--- config.mk ---
export PLATFORM = sky130hd
export DESIGN_NAME = mips_bus_lsu
export DESIGN_NICKNAME = d
export VERILOG_FILES = /design/src/rtl/mips_bus_lsu.sv
export SDC_FILE = /design/constraint.sdc
export NUM_CORES = 1
export LEC_CHECK = 0
export ABC_AREA = 1
export CAP_MARGIN = 20
export CORE_MARGIN = 5
export CORE_UTILIZATION = 46
export CTS_CLUSTER_DIAMETER = 100
export CTS_CLUSTER_SIZE = 14
export DETAILED_ROUTE_END_ITERATION = 7
export GPL_TIMING_DRIVEN = 1
export HOLD_SLACK_MARGIN = 0.02
export PLACE_DENSITY = 0.84
export RECOVER_POWER = 25
export SLEW_MARGIN = 5
export SYNTH_ARGS = -nofsm -noshare
export SYNTH_HDL_FRONTEND = slang
export SYNTH_SLANG_ARGS = --single-unit
export TNS_END_PERCENT = 100
--- constraint.sdc ---
create_clock -name clk -period 3.95 [get_ports clk]
set_input_delay 0.79 -clock clk [delete_from_list [all_inputs] [get_ports clk]]
set_output_delay 0.79 -clock clk [all_outputs]
set_load 0.01 [all_outputs]
--- src/rtl/mips_bus_lsu.sv ---
// Load/store unit bridging the multicycle MIPS datapath to an Avalon-MM master port.
// Define MIPS_BUS_LSU_ALIGN_CHECK_EN to fault misaligned accesses instead of aligning them down.
module mips_bus_lsu #(
   parameter int DATA_W = 32,
   parameter int ADDR_W = 32
) (
   input  logic                   clk,
   input  logic                   reset,
   input  logic                   req_valid,
   output logic                   req_ready,
   input  logic                   req_write,
   input  logic [1:0]             req_size,
   input  logic                   req_signed,
   input  logic [ADDR_W-1:0]      req_addr,
   input  logic [DATA_W-1:0]      req_wdata,
   output logic                   resp_valid,
   output logic [DATA_W-1:0]      resp_rdata,
   output logic                   resp_fault,
   output logic [ADDR_W-1:0]      address,
   output logic                   read,
   output logic                   write,
   input  logic                   waitrequest,
   output logic [DATA_W-1:0]      writedata,
   output logic [DATA_W/8-1:0]    byteenable,
   input  logic [DATA_W-1:0]      readdata
);
   localparam int NB    = DATA_W / 8;
   localparam int OFS_W = $clog2(NB);

   typedef enum logic [1:0] {IDLE, BUS, RESP} state_t;
   state_t state, state_next;

   logic [ADDR_W-1:0] addr_q;
   logic [1:0]        size_q;
   logic              signed_q;
   logic              write_q;
   logic              fault_q;
   logic [DATA_W-1:0] wdata_q;
   logic [DATA_W-1:0] rdata_q;

   logic [ADDR_W-1:0] size_lsbs;
   logic [ADDR_W-1:0] addr_in;
   logic              illegal;

   // Low address bits that must be zero for an access of the requested size.
   always_comb begin
      size_lsbs = '0;
      case (req_size)
         2'd1:    size_lsbs = ADDR_W'(1);
         2'd2:    size_lsbs = ADDR_W'(3);
         2'd3:    size_lsbs = ADDR_W'(7);
         default: size_lsbs = '0;
      endcase
      illegal = (req_size == 2'd3) && (DATA_W == 32);
`ifdef MIPS_BUS_LSU_ALIGN_CHECK_EN
      illegal = illegal || ((req_addr & size_lsbs) != '0);
      addr_in = req_addr;
`else
      addr_in = req_addr & ~size_lsbs;
`endif
   end

   logic [OFS_W-1:0]  ofs;
   logic [NB-1:0]     lane_mask;
   logic [DATA_W-1:0] shifted;
   logic [DATA_W-1:0] load_val;
   logic              msb;

   assign ofs = addr_q[OFS_W-1:0];

   always_comb begin
      lane_mask = '0;
      case (size_q)
         2'd0:    lane_mask[0]   = 1'b1;
         2'd1:    lane_mask[1:0] = 2'b11;
         2'd2:    lane_mask[3:0] = 4'hF;
         default: lane_mask      = '1;
      endcase
   end

   // Right-justify the addressed field, then fill above it with zero or its sign bit.
   always_comb begin
      shifted = readdata >> {ofs, 3'b000};
      case (size_q)
         2'd0:    msb = shifted[7];
         2'd1:    msb = shifted[15];
         2'd2:    msb = shifted[31];
         default: msb = shifted[DATA_W-1];
      endcase
      load_val = '0;
      for (int i = 0; i < DATA_W; i++) begin
         load_val[i] = (i < (8 << size_q)) ? shifted[i] : (signed_q & msb);
      end
   end

   always_comb begin
      state_next = state;
      case (state)
         IDLE:    if (req_valid) state_next = illegal ? RESP : BUS;
         BUS:     if (!waitrequest) state_next = RESP;
         RESP:    state_next = IDLE;
         default: state_next = IDLE;
      endcase
   end

   always_ff @(posedge clk) begin
      if (reset) begin
         state    <= IDLE;
         addr_q   <= '0;
         size_q   <= '0;
         signed_q <= 1'b0;
         write_q  <= 1'b0;
         fault_q  <= 1'b0;
         wdata_q  <= '0;
         rdata_q  <= '0;
      end else begin
         state <= state_next;
         if (state == IDLE && req_valid) begin
            addr_q   <= addr_in;
            size_q   <= req_size;
            signed_q <= req_signed;
            write_q  <= req_write;
            fault_q  <= illegal;
            wdata_q  <= req_wdata;
            rdata_q  <= '0;
         end
         if (state == BUS && !waitrequest) begin
            rdata_q <= write_q ? '0 : load_val;
         end
      end
   end

   // Bus outputs derive only from captured request registers, so they stay put across waitrequest.
   assign read       = (state == BUS) && !write_q;
   assign write      = (state == BUS) && write_q;
   assign address    = (state == BUS) ? {addr_q[ADDR_W-1:OFS_W], {OFS_W{1'b0}}} : '0;
   assign byteenable = (state == BUS) ? (lane_mask << ofs) : '0;
   assign writedata  = (state == BUS) ? (wdata_q << {ofs, 3'b000}) : '0;

   assign req_ready  = (state == IDLE);
   assign resp_valid = (state == RESP);
   assign resp_fault = (state == RESP) && fault_q;
   assign resp_rdata = rdata_q;
endmodule

# [Word level (Yosys, flattened, before mapping)]
# Cells that the tools add are included.
[totals] reg_bits=103 latchBits=0 ram_bits=0 romBits=0 in_bits=104 output_inout_bits=105 word_cells=113 memories=0
[op_classes] addsub=0 mul=0 div_mod_pow=0 n_lt_le_gt_ge=32 n_eq_ne=8 shifts=4 mux=46 bitwise=3 n_reduce_logical=12
[ops] operator="less-than comparator 6 x 32 -> 1 bit, first input constant" count=16
[ops] operator="less-than comparator 5 x 32 -> 1 bit, first input constant" count=8
[ops] operator="two-way mux 32 bit" count=5
[ops] operator="less-than comparator 4 x 32 -> 1 bit, first input constant" count=4
[ops] operator="less-than comparator 3 x 32 -> 1 bit, first input constant" count=2
[ops] operator="two-way mux 1 bit" count=33
[ops] operator="AND 32 bit" count=1
[ops] operator="less-than comparator 1 x 32 -> 1 bit, first input constant" count=1
[ops] operator="less-than comparator 2 x 32 -> 1 bit, first input constant" count=1
[ops] operator="inverter 32 bit" count=1
[ops] operator="<< shifter 32 x 5 -> 32 bit" count=1
[ops] operator="<< shifter 4 x 2 -> 32 bit, first input constant" count=1
[ops] operator=">> shifter 32 x 5 -> 32 bit" count=1
[ops] operator="one-hot mux 3 bit (3 select lines)" count=1
[ops] operator="two-way mux 2 bit" count=4
[ops] operator="equality test 2 x 1 -> 1 bit, second input constant" count=3
[ops] operator="equality test 2 bit, second input constant" count=3
[ops] operator="logical AND 1 bit" count=5
[ops] operator="zero test 2 bit" count=2
[ops] operator="two-way mux 4 bit" count=1
[ops] operator="inequality test 2 bit, second input constant" count=2
[ops] operator="one-hot mux 2 bit (2 select lines)" count=1
[ops] operator="<< shifter 4 x 2 -> 4 bit" count=1
[ops] operator="zero test 1 bit" count=2
[ops] operator="5 further kinds" count=5

# [Depth between registers and ports, before layout]
# Gate-level depths: netlist of the first run.
[logic_depth] word_depth=6 mapped_depth=10 ltp_nobuf=9

# [Worst setup path after synthesis of the first run]
# Ideal clock, no wire load.
[synth_path] path_type="flip-flop to output port" from="register addr_q[0]" to="output port writedata[19]" t_arrival_ns=1.407 required_time_ns=3.160 setup_slack_ns=1.753 stages_incl_launch_ff=6 path_buffers=3 path_cell_list="dfxtp_1 buf_2 buf_2 clkbuf_1 nor2_1 o32ai_1"
[synth_between] elab_chain_len=2
[synth_lines] element="start: declaration" line="33" text="logic [ADDR_W-1:0] addr_q;"
[synth_lines] element="start signal: assignment" line="119" text="addr_q <= addr_in;"
[synth_lines] element="<< shifter 32 x 5 -> 32 bit" line="138" text="assign writedata = (state == BUS) ? (wdata_q << {ofs, 3'b000}) : '0;"
[synth_lines] element="two-way mux 32 bit" line="138"
[synth_lines] element="end: declaration" line="23" text="output logic [DATA_W-1:0] writedata,"
# Every way passes these cells.

# [Worst setup path in the final report of the first run]
[layout_path] from="register state[0]" to="output port writedata[1]"
[layout_between] elab_chain_len=2
[layout_lines] element="start: declaration" line="31" text="state_t state, state_next;"
[layout_lines] element="start signal: assignment" line="117" text="state <= state_next;"
[layout_lines] element="equality test 2 x 1 -> 1 bit" line="138"
[layout_lines] element="two-way mux 32 bit" line="138"
# Every way passes these cells.

==> run metrics, run 1 <==
Die Wd between 100 and 150 um; final worst clock skew roughly 0.016 ns; EDFF count, synth 0; GR Overflow Total 0; Root Buffer clkbuf_8; synth warn 0; P_sw between 0.7 and 0.8 mW; DRT Pass-1 Iters 6; H-tree depth 3; Clk Latency, worst-skew pair around 0.37 ns; initial antenna violation count 4; peak supply drop 0.0002345 V; Post-Place Worst Slack between 0.8 and 0.9 ns; leakage power 2.799 nW; # diodes 0; share of layout cells above drive strength 1 3.618%; vias per std cell 5.246; Max Cap Violations 0; final period utilization 89.90%; Final ANT Viol Nets 0; Yosys reg bits 103; Tot GR Track Use between 20% and 30%; final setup margin about 0.4 ns; startpoint types flip-flop; Area Overhead vs Synth 45.97%; Critical Path, Cell by Cell inv_2 > nor2_4 > inv_2 > nor2_1 > inv_1 > nor2_1 > inv_1 > nor2_1 > clkdlybuf4s50_1; post-CTS setup buffers 0; Layout Cells excl Fill 1048; DR WL met3 between 1500 and 2000 um; HPWL Detailed about 12000 um; max-slew violation count 0; most frequent cells in the layout 172 x clkdlybuf4s50_1, 147 x nor2_1, 105 x nand2_1; final setup fails 0; Site Rows 37; DRT Wirelength between 15000 and 20000 um; initial core utilization 47.40%; cell count after placement around 1000; vias approximately 5500; CP endpoint kind primary output; DR iter-0 viols between 400 and 500; clk slew on worst S/H paths around 0.11 ns; most common cell after layout, fill and taps aside clkdlybuf4s50_1; Int Power approximately 1.7 mW; DRT met1 WL between 6000 and 7000 um; WP data required between 3 and 4 ns; CP max stage delay between 0.4 and 0.5 ns; final hold viol count 0; post-CTS resize count 0; Die Footprint roughly 13000 um2; Crit-path slowest cell clkdlybuf4s50_1; synthesized area 4937 um2; DR top layer met5; setup TNS 0 ns; worst min path class flip-flop to flip-flop; sw frac 31.63%; DRC viols 0; critical path class flip-flop to primary output; Fill cells approximately 930; clk buf depth 2; Core ar. around 10000 um2; PortBufs a little over 200; CP Max Fanout 37; first-pass GRT wire length 25720 um; Final Net Count around 1000; routability congestion estimate roughly 0.91; Final min period approximately 3.6 ns; post-synthesis cell count approximately 740; top cells by area, synth dfxtp_1 42%, nor2_1 11%, a21oi_1 9.0%, o21ai_0 8.9%, nand2_1 8.0%; met2 wire length around 7700 um; PwrDens 340.0 nW/um2; Slew headroom 21.60%; Mapped Avg Cell Area ~6.7 um2; Final Util between 60% and 70%; fmax approximately 280 MHz; pin count of the biggest net entering global routing 75; Logic pwr share 23.7%; mean routed wirelength per cell around 16 um; CTS Buf Count 9; outcome completed; library cells used by synthesis 27; Synth area leader dfxtp_1; area share of the leading cell type in the synthesized netlist a little over two fifths; part of the power in registers a little under half; Clock Sink Count roughly 100; CTS tree built; I/O pins 209; CTS Hold Bufs 0; Clk pwr share between 20% and 30%; Main synth FF type dfxtp_1; Die Height about 110 um; RSZ-0062 raised after global routing no; vias in the first global route around 5100; ys async rst share 0%; register area share after synthesis between 40% and 50%; WP data arrival ~2.8 ns; Worst Max-Slew Pin Slew roughly 1.2 ns; Most common cell on crit path nor2_1
## through the flow
stage / area [um2] / total power, mW / hold WS [ns]
floorplan: 4941 / 1.501 / 0.4300
global placement: 7003 / 1.751 / 0.4399
detailed placement: 7003 / 1.759 / 0.4426
CTS: 7217 / 2.466 / 0.4584
global route: 7207 / 2.569 / 0.4772
finish: 7207 / 2.450 / 0.4566
## synthesized netlist by cell type (all sizes together) (2+ instances only)
cell / n
nor2: 148
nand2: 105
dfxtp: 103
a21oi: 91
o21ai: 88
inv: 64
nand3: 40
clkbuf: 34
buf: 23
o32ai: 15
o211ai: 14
a211oi: 3
nor3: 2
## routing by layer
| layer | up-vias | GRT usage (%) |
|---|---|---|
| met2 | 250 | 40.64 |
| li1 | 2752 | - |
| met1 | 2462 | 30.67 |
| met5 | - | 0 |
| met4 | 8 | 5.208 |
| met3 | 26 | 9.390 |
## power groups by stage
stage	clock network, mW	logic [mW]	registers (mW)
final	0.715	0.580	1.15
after global routing	0.761	0.644	1.16
after floorplan	0	0.333	1.17
after detailed placement	0	0.581	1.18
after global placement	0	0.576	1.18
after CTS	0.727	0.584	1.15
## flip-flops by register name, summed over array words and instances, names as in the netlist
name / count
signed_q: 1
wdata_q: 32
resp_rdata: 32
size_q: 2
write_q: 1
addr_q: 32
state: 2
fault_q: 1
## logic make-up (layout without fill, tap and decap cells)
family                 count (synthesis)  after routing  synth area share, %
multiplexers                           1              1               0.2027
AND/OR/NAND/NOR                      295            295                23.87
buffers and inverters                122            296                9.934
flip-flops                           103            103                41.76
other                                  1              2              0.07595
AO/OA/AOI/OAI                        215            215                24.15
## worst paths after layout
| kind | startpoint | slack, ns | end | depth (start not counted) |
|---|---|---|---|---|
| worst max register to register | state[1]$_SDFFE_PP0P_ | 1.40 | resp_rdata[27]$_SDFFE_PP0P_ | 7 |
| worst min register to register | addr_q[31]$_SDFFE_PP0P_ | 0.46 | addr_q[31]$_SDFFE_PP0P_ | 2 |
| worst max-delay path | state[0]$_SDFFE_PP0P_ | 0.40 | writedata[1] | 9 |
| worst min-delay path | addr_q[31]$_SDFFE_PP0P_ | 0.46 | addr_q[31]$_SDFFE_PP0P_ | 2 |
## worst max-delay path, delay by kind of cell, from the launching register on
family | cells | cell delay [ns]
buf+inv | 5 | 1.68
simple gates | 4 | 0.34
flops | 1 | 0.36
## layout make-up
cell class                 instances  area [um2]  area share (%)
clock buffer                       9       123.9           1.719
inverter                          65       244.0           3.385
tap                              136       170.2           2.361
timing repair buffer             215        2127           29.51
clock inverter                     7       90.09           1.250
sequential                       103        2063           28.63
multi-input combinational        513        2389           33.14
No activity file was read; power rests on OpenSTA's default activity.
==> inputs of run 2 (changes only) <==
--- a/config.mk
+++ b/config.mk
@@ -13,7 +13,8 @@
 export CTS_CLUSTER_SIZE = 14
 export DETAILED_ROUTE_END_ITERATION = 7
 export GPL_TIMING_DRIVEN = 1
-export HOLD_SLACK_MARGIN = 0.02
+export HOLD_SLACK_MARGIN = 0.12
+export MAX_ROUTING_LAYER = met4
 export PLACE_DENSITY = 0.84
 export RECOVER_POWER = 25
 export SLEW_MARGIN = 5
==> constraint.sdc (replaced) <==
create_clock -name clk -period 4.2 [get_ports clk]
set_input_delay 0.84 -clock clk [delete_from_list [all_inputs] [get_ports clk]]
set_output_delay 0.84 -clock clk [all_outputs]
set_load 0.01 [all_outputs]
==> run 2 against run 1 <==
The flow now finishes with violations (max-capacitance violations, max-slew violations); sequential power fell by 5%; clock power fell by 6.4%; core utilization fell by 0.096 points; combinational power fell by 8.4%.
==> run metrics, run 2 (same netlist as run 1, synthesis figures left out) <==
outcome complete, but fails checks; failing checks max-capacitance violations, max-slew violations; Slew headroom -12.10%; routability congestion estimate 0.9485; FF-to-FF setup slack 1.58 ns; cell count after placement 1030; worst reg2reg endpoint resp_rdata[28]$_SDFFE_PP0P_; HPWL Detailed 11870 um; Worst Max-Slew Pin Slew between 1.5 and 2 ns; pin count of the biggest net entering global routing between 80 and 90; clk slew on worst S/H paths 0.10 ns; DR iter-0 viols 345; vias per std cell roughly 5.1; post-CTS setup buffers 0; final hold viol count 0; Clk pwr share 29.2%; Die Wd between 100 and 150 um; Fill cells between 800 and 900; clk buf depth 2; Critical R2R Launch addr_q[0]$_SDFFE_PP0P_; DRT Pass-1 Iters 4; final setup margin 0.5974 ns; CP endpoint kind flip-flop; Die Footprint about 13000 um2; I/O pins between 200 and 250; sw frac approximately a third; Core ar. about 10000 um2; PwrDens between 300 and 400 nW/um2; Die Height between 100 and 150 um; worst min path class flip-flop to flip-flop; multi-input logic area 2396 um2; CP startpoint reset; final setup fails 0; max-slew violation count 40; CTS Hold Bufs 0; P_sw approximately 0.72 mW; startpoint types input port; initial antenna violation count 2; Int Power 1.575 mW; initial core utilization about 47%; leakage power approximately 2.8 nW; mean routed wirelength per cell about 15 um; Worst Setup EP addr_q[26]$_SDFFE_PP0P_; CTS tree built; fmax 277.6 MHz; Max Cap Violations 1; Logic pwr share between 20 and 25%; post-CTS resize count 0; setup TNS 0 ns; Clk Latency, worst-skew pair between 0.3 and 0.4 ns; RSZ-0062 raised after global routing no; Root Buffer clkbuf_8; H-tree depth 3; GR Overflow Total 0; Clock Sink Count 103; part of the power in registers between 40 and 50%; final period utilization a little under nine tenths; most common cell after layout, fill and taps aside clkdlybuf4s50_1; R2R depth 10; Area Overhead vs Synth 45.77%; Final min period around 3.6 ns; PortBufs 206; DRT Wirelength 16070 um; Layout Cells excl Fill around 1000; critical path class input port to flip-flop; first-pass GRT wire length between 20000 and 25000 um; most frequent cells in the layout 173 x clkdlybuf4s50_1, 147 x nor2_1, 104 x nand2_1; Final ANT Viol Nets 0; Post-Place Worst Slack between 1 and 1.5 ns; share of layout cells above drive strength 1 around 3.4%; Site Rows 37; WP data required roughly 4.4 ns; final worst clock skew roughly 0.019 ns; vias in the first global route 5010; DRC viols 0; peak supply drop around 0.00019 V; Final Net Count slightly above 1000; vias approximately 5300; CP Max Fanout 63; FF+latch area roughly 2100 um2; Tot GR Track Use between 20% and 30%; CTS Buf Count 9; WP data arrival 3.84 ns
-- run 2: per-stage QoR --
stage	cell area [um2]	hold slack [ns]	utilization [%]	power (mW)
final	7197	0.4589	69.09	2.294
after global routing	7197	0.4791	69.09	2.410
after CTS	7198	0.4593	69.11	2.307
after detailed placement	6988	0.4442	67.09	1.648
after global placement	6988	0.4406	67.09	1.642
after floorplan	4941	0.4300	-	1.412
-- run 2: metal layers --
| metal | routed length (um) | GRT usage, % |
|---|---|---|
| met1 | 6866 | 29.75 |
| met2 | 7377 | 39.34 |
| met3 | 1592 | 8.647 |
| met4 | 232 | 6.330 |
| met5 | 0 | - |
-- run 2: worst min-delay path by stage --
| stage | startpoint | endpoint | slack (ns) | cells after the start |
|---|---|---|---|---|
| after CTS | addr_q[30]$_SDFFE_PP0P_ | addr_q[30]$_SDFFE_PP0P_ | 0.46 | 2 |
| final | addr_q[28]$_SDFFE_PP0P_ | addr_q[28]$_SDFFE_PP0P_ | 0.46 | 2 |
| after global routing | addr_q[6]$_SDFFE_PP0P_ | addr_q[6]$_SDFFE_PP0P_ | 0.48 | 2 |
| after global placement | addr_q[5]$_SDFFE_PP0P_ | addr_q[5]$_SDFFE_PP0P_ | 0.44 | 2 |
| after floorplan | addr_q[10]$_SDFFE_PP0P_ | addr_q[10]$_SDFFE_PP0P_ | 0.43 | 2 |
| after detailed placement | addr_q[30]$_SDFFE_PP0P_ | addr_q[30]$_SDFFE_PP0P_ | 0.44 | 2 |
-- run 2: power groups by stage --
stage               combinational, mW  sequential (mW)  clock [mW]
floorplan                       0.314             1.10           0
global placement                0.529             1.11           0
detailed placement              0.533             1.12           0
CTS                             0.535             1.09       0.679
global route                    0.592             1.10       0.716
finish                          0.531             1.09       0.669
-- run 2: layout make-up --
class                   instances  share of cell area (%)
clock inverters                 7                   1.200
multi-input cells             513                   33.29
clock buffers                   9                   1.721
inverters                      65                   3.390
well taps                     136                   2.364
repair buffers                213                   29.29
flip-flops and latches        103                   28.67
diodes                          2                 0.06954
-- run 2: worst max-delay path: stages --
cell and delay [ns]:
dlygate4sd3_1 0.53, clkbuf_1 1.21, inv_1 0.20, clkbuf_2 0.67, o21ai_0 0.30, a21oi_1 0.06
==> inputs of run 3 (changes only) <==
==> constraint.sdc (replaced) <==
create_clock -name clk -period 4.5 [get_ports clk]
set_input_delay 0.9 -clock clk [delete_from_list [all_inputs] [get_ports clk]]
set_output_delay 0.9 -clock clk [all_outputs]
set_load 0.01 [all_outputs]
==> run 3 against run 2 <==
The run still ends with max-capacitance violations, max-slew violations left; worst setup slack lost 0.025 ns; register-to-register slack gained 0.36 ns; worst hold slack gained 0.0015 ns; sequential share of layout area is essentially flat; count of clock-buffer cells in the layout is the same; wire length grew 1.6%; critical endpoint is now wdata_q[1]$_SDFFE_PP0P_; largest cell class unchanged.
==> run metrics, run 3 (same netlist as run 1, synthesis figures left out) <==
Final ANT Viol Nets 0; I/O pins 209; Clk pwr share between 20% and 30%; peak supply drop ~0.00018 V; CTS Hold Bufs 0; outcome complete, but fails checks; Max Cap Violations 1; worst min path class flip-flop to flip-flop; DR WL met3 1646 um; DRT Wirelength roughly 16000 um; Final Net Count around 1000; most frequent cells in the layout 174 x clkdlybuf4s50_1, 147 x nor2_1, 104 x nand2_1; total chip power 2.146 mW; hold_ws between 0.4 and 0.5 ns; setup TNS 0 ns; Final min period ~3.9 ns; Logic pwr share between 20% and 30%; Clock Sink Count ~100; WP data arrival 4.21 ns; part of the power in registers 47.6%; Root Buffer clkbuf_8; routability congestion estimate 0.9365; cell count after placement 1030; critical path class input port to flip-flop; vias per std cell about 5.2; CP Max Fanout between 60 and 70; clk slew on worst S/H paths about 0.10 ns; fmax approximately 250 MHz; H-tree depth 3; post-CTS setup buffers 0; failing checks max-capacitance violations, max-slew violations; Die Footprint ~13000 um2; HPWL Detailed approximately 12000 um; CTS Buf Count 9; Slew headroom -53.50%; Core ar. between 10000 and 15000 um2; PwrDens about 300 nW/um2; met2 wire length 7596 um; Layout Cells excl Fill 1047; most common cell after layout, fill and taps aside clkdlybuf4s50_1; final period utilization 87.29%; post-CTS resize count 0; WP data required 4.79 ns; final worst clock skew 0.01416 ns; Worst Max-Slew Pin Slew 2.302 ns; max-slew violation count 66; CP endpoint kind flip-flop; Die Height 113.6 um; Die Wd around 110 um; share of layout cells above drive strength 1 3.407%; vias in the first global route 4996; startpoint types input port; Site Rows 37; mean routed wirelength per cell about 16 um; PortBufs 206; sw frac between 30% and 40%; P_sw just under 0.7 mW; initial core utilization between 40% and 50%; final setup fails 0; initial antenna violation count 1; leakage power around 2.8 nW; DRC viols 0; first-pass GRT wire length about 25000 um; Area Overhead vs Synth 45.74%; DRT Pass-1 Iters 5; Tot GR Track Use between 20 and 30%; DR iter-0 viols about 360; GR Overflow Total 0; Int Power 1.470 mW; DRT met1 WL approximately 6900 um; CTS tree built; RSZ-0062 raised after global routing no; Clk Latency, worst-skew pair between 0.3 and 0.4 ns; DR top layer met4; vias about 5400; final hold viol count 0; clk buf depth 2; pin count of the biggest net entering global routing between 70 and 80
==> run 3: cell count changes in the layout (fill, tap and decap cells not counted) <==
cell,delta
clkinvlp_4,+2
clkinv_2,-1
clkdlybuf4s50_1,+1
dlygate4sd3_1,-1
diode_2,-1
clkinv_4,-1
==> run 3: metal layers <==
layer,vias up,GRT usage (%)
met5,-,-
met4,0,6.250
met3,23,8.647
met2,223,40.32
met1,2420,30.06
li1,2754,-
==> run 3: final cells by class <==
cell class	count	area (um2)
Timing Repair Buffer	213	2108
Clock inverter	7	87.58
Antenna cell	1	2.502
Tap cell	136	170.2
Fill cell	901	3221
Multi-Input combinational cell	513	2396
Sequential cell	103	2063
Clock buffer	9	123.9
Inverter	65	244.0
==> run 3: worst max-delay path: stages <==
cell,delay [ns]
clkdlybuf4s50_1,0.39
clkbuf_2,0.46
inv_1,0.15
clkbuf_1,1.64
o21ai_0,0.37
a21oi_1,0.27
==> run 3: per-stage QoR <==
| stage | worst slack (ns) | cell area (um2) | utilization (%) |
|---|---|---|---|
| 6_report | 0.5721 | 7196 | 69.08 |
| 5_1_grt | 0.3469 | 7196 | 69.08 |
| 4_1_cts | 0.8804 | 7199 | 69.12 |
| 3_5_place_dp | 1.312 | 6988 | 67.09 |
| 3_3_place_gp | 1.376 | 6988 | 67.09 |
| 2_1_floorplan | 2.193 | 4941 | - |
==> run 3: final timing paths <==
| path | cells after the start | endpoint | slack (ns) | start |
|---|---|---|---|---|
| hold / removal | 2 | addr_q[8]$_SDFFE_PP0P_ | 0.46 | addr_q[8]$_SDFFE_PP0P_ |
| hold reg to reg | 2 | addr_q[8]$_SDFFE_PP0P_ | 0.46 | addr_q[8]$_SDFFE_PP0P_ |
| setup reg to reg | 10 | resp_rdata[23]$_SDFFE_PP0P_ | 1.94 | addr_q[0]$_SDFFE_PP0P_ |
| setup / recovery | 6 | wdata_q[1]$_SDFFE_PP0P_ | 0.57 | reset |
==> run 3: power groups by stage <==
stage / combinational (mW) / clock [mW] / sequential (mW)
global route: 0.554 / 0.673 / 1.03
CTS: 0.502 / 0.636 / 1.02
finish: 0.500 / 0.624 / 1.02
detailed placement: 0.499 / 0 / 1.04
floorplan: 0.293 / 0 / 1.02
global placement: 0.495 / 0 / 1.04
==> RTL edit: new RTL, config.mk and constraints of run 3 <==
`DATA_W`: 32 -> 64.
--- a/src/rtl/mips_bus_lsu.sv
+++ b/src/rtl/mips_bus_lsu.sv
@@ -1,7 +1,7 @@
 // Load/store unit bridging the multicycle MIPS datapath to an Avalon-MM master port.
 // Define MIPS_BUS_LSU_ALIGN_CHECK_EN to fault misaligned accesses instead of aligning them down.
 module mips_bus_lsu #(
-   parameter int DATA_W = 32,
+   parameter int DATA_W = 64,
    parameter int ADDR_W = 32
 ) (
    input  logic                   clk,
Ports: changed (5 resized); port bits go from 209 to 341. No check against the original RTL was run, so the function may have changed too.
==> RTL edit against run 3 <==
The run still ends with capacitance limit, slew limit left. Total power is 87% higher. First-iteration DRC count grew to 3.7 times the old value. Worst setup slack better by 11 ps. Design area up 87%. Area after synthesis rose by 94%. Clock power grew 130%. Sequential cell count up 63. Register-to-register slack got worse by 760 ps. Fmax rose by 0.28%. Routed wire length rose by 150%.
==> RTL edit: results (changes against run 3) <==
metric;value;unit;change
slew_violations;71;;was 66
power_leakage;0.00543;uW;was 0.00278 uW
nMultiInputCombCells;1136;;was 513
comb_cell_power;961;uW;was 500 uW
p_sw;1340;uW;was 675 uW
tapCellCount;270;;was 136
met1_usage;0.380;;was 0.301
drv_cap;1;;unchanged
clock_skew;10.3;ps;was 14.2 ps
path_clk_slew;70;ps;was 100 ps
cts-buffers-inserted;17;;was 9
nonClkBufAreaFrac;0.261;;was 0.293
drt_iter0_markers;1327;;was 361
firstDrtPassIters;6;;was 5
violations;capacitance limit, slew limit;;unchanged
grt_pass1_vias;10800;;was 4,996
outcome;finished with violations;;unchanged
synth_cell_types;34;;was 27
multiInputGateArea;5330;sq um;was 2400 sq um
port_buffers;336;;was 206
synth_compound_area_frac;0.254;;was 0.242
peakVddDrop;0.000271;V;was 0.000181 V
grt_pass1_wl;59900;microns;was 25,200 microns
diodes;5;;was 1
antenna_found_initial;3;;was 1
drt-met1-wl;15400;microns;was 6860 microns
synth.area.mux_share;0.0261;;was 0.00203
grtUsageMet3;0.0668;;was 0.0865
synth-seq-area-share;0.346;;was 0.418
cpMaxStageDelayCell;dfxtp_4;;was clkbuf_1
buffers;356;;was 213
seq-power;1620;uW;was 1020 uW
## RTL edit: final timing paths
| check | endpoint | depth (start not counted) | slack [ps] | startpoint |
|---|---|---|---|---|
| worst min register to register | addr_q[12] | 2 | 450 | addr_q[12] |
| worst min-delay path | addr_q[12] | 2 | 450 | addr_q[12] |
| worst max register to register | resp_rdata[45] | 12 | 1180 | addr_q[1] |
| worst max-delay path | writedata[56] | 6 | 580 | addr_q[0] |
## RTL edit: through the flow
stage / utilization / power, uW / instances / worst slack, ps / hold WS (ps)
4_1_cts: 0.659 / 4010 / 2056 / 634 / 455
5_1_grt: 0.659 / 4170 / 2059 / 448 / 476
3_3_place_gp: 0.632 / 2590 / 2024 / 1100 / 439
3_5_place_dp: 0.632 / 2600 / 2024 / 1130 / 444
2_1_floorplan: - / 2170 / 1528 / 2050 / 430
6_report: 0.659 / 4010 / 2061 / 583 / 455
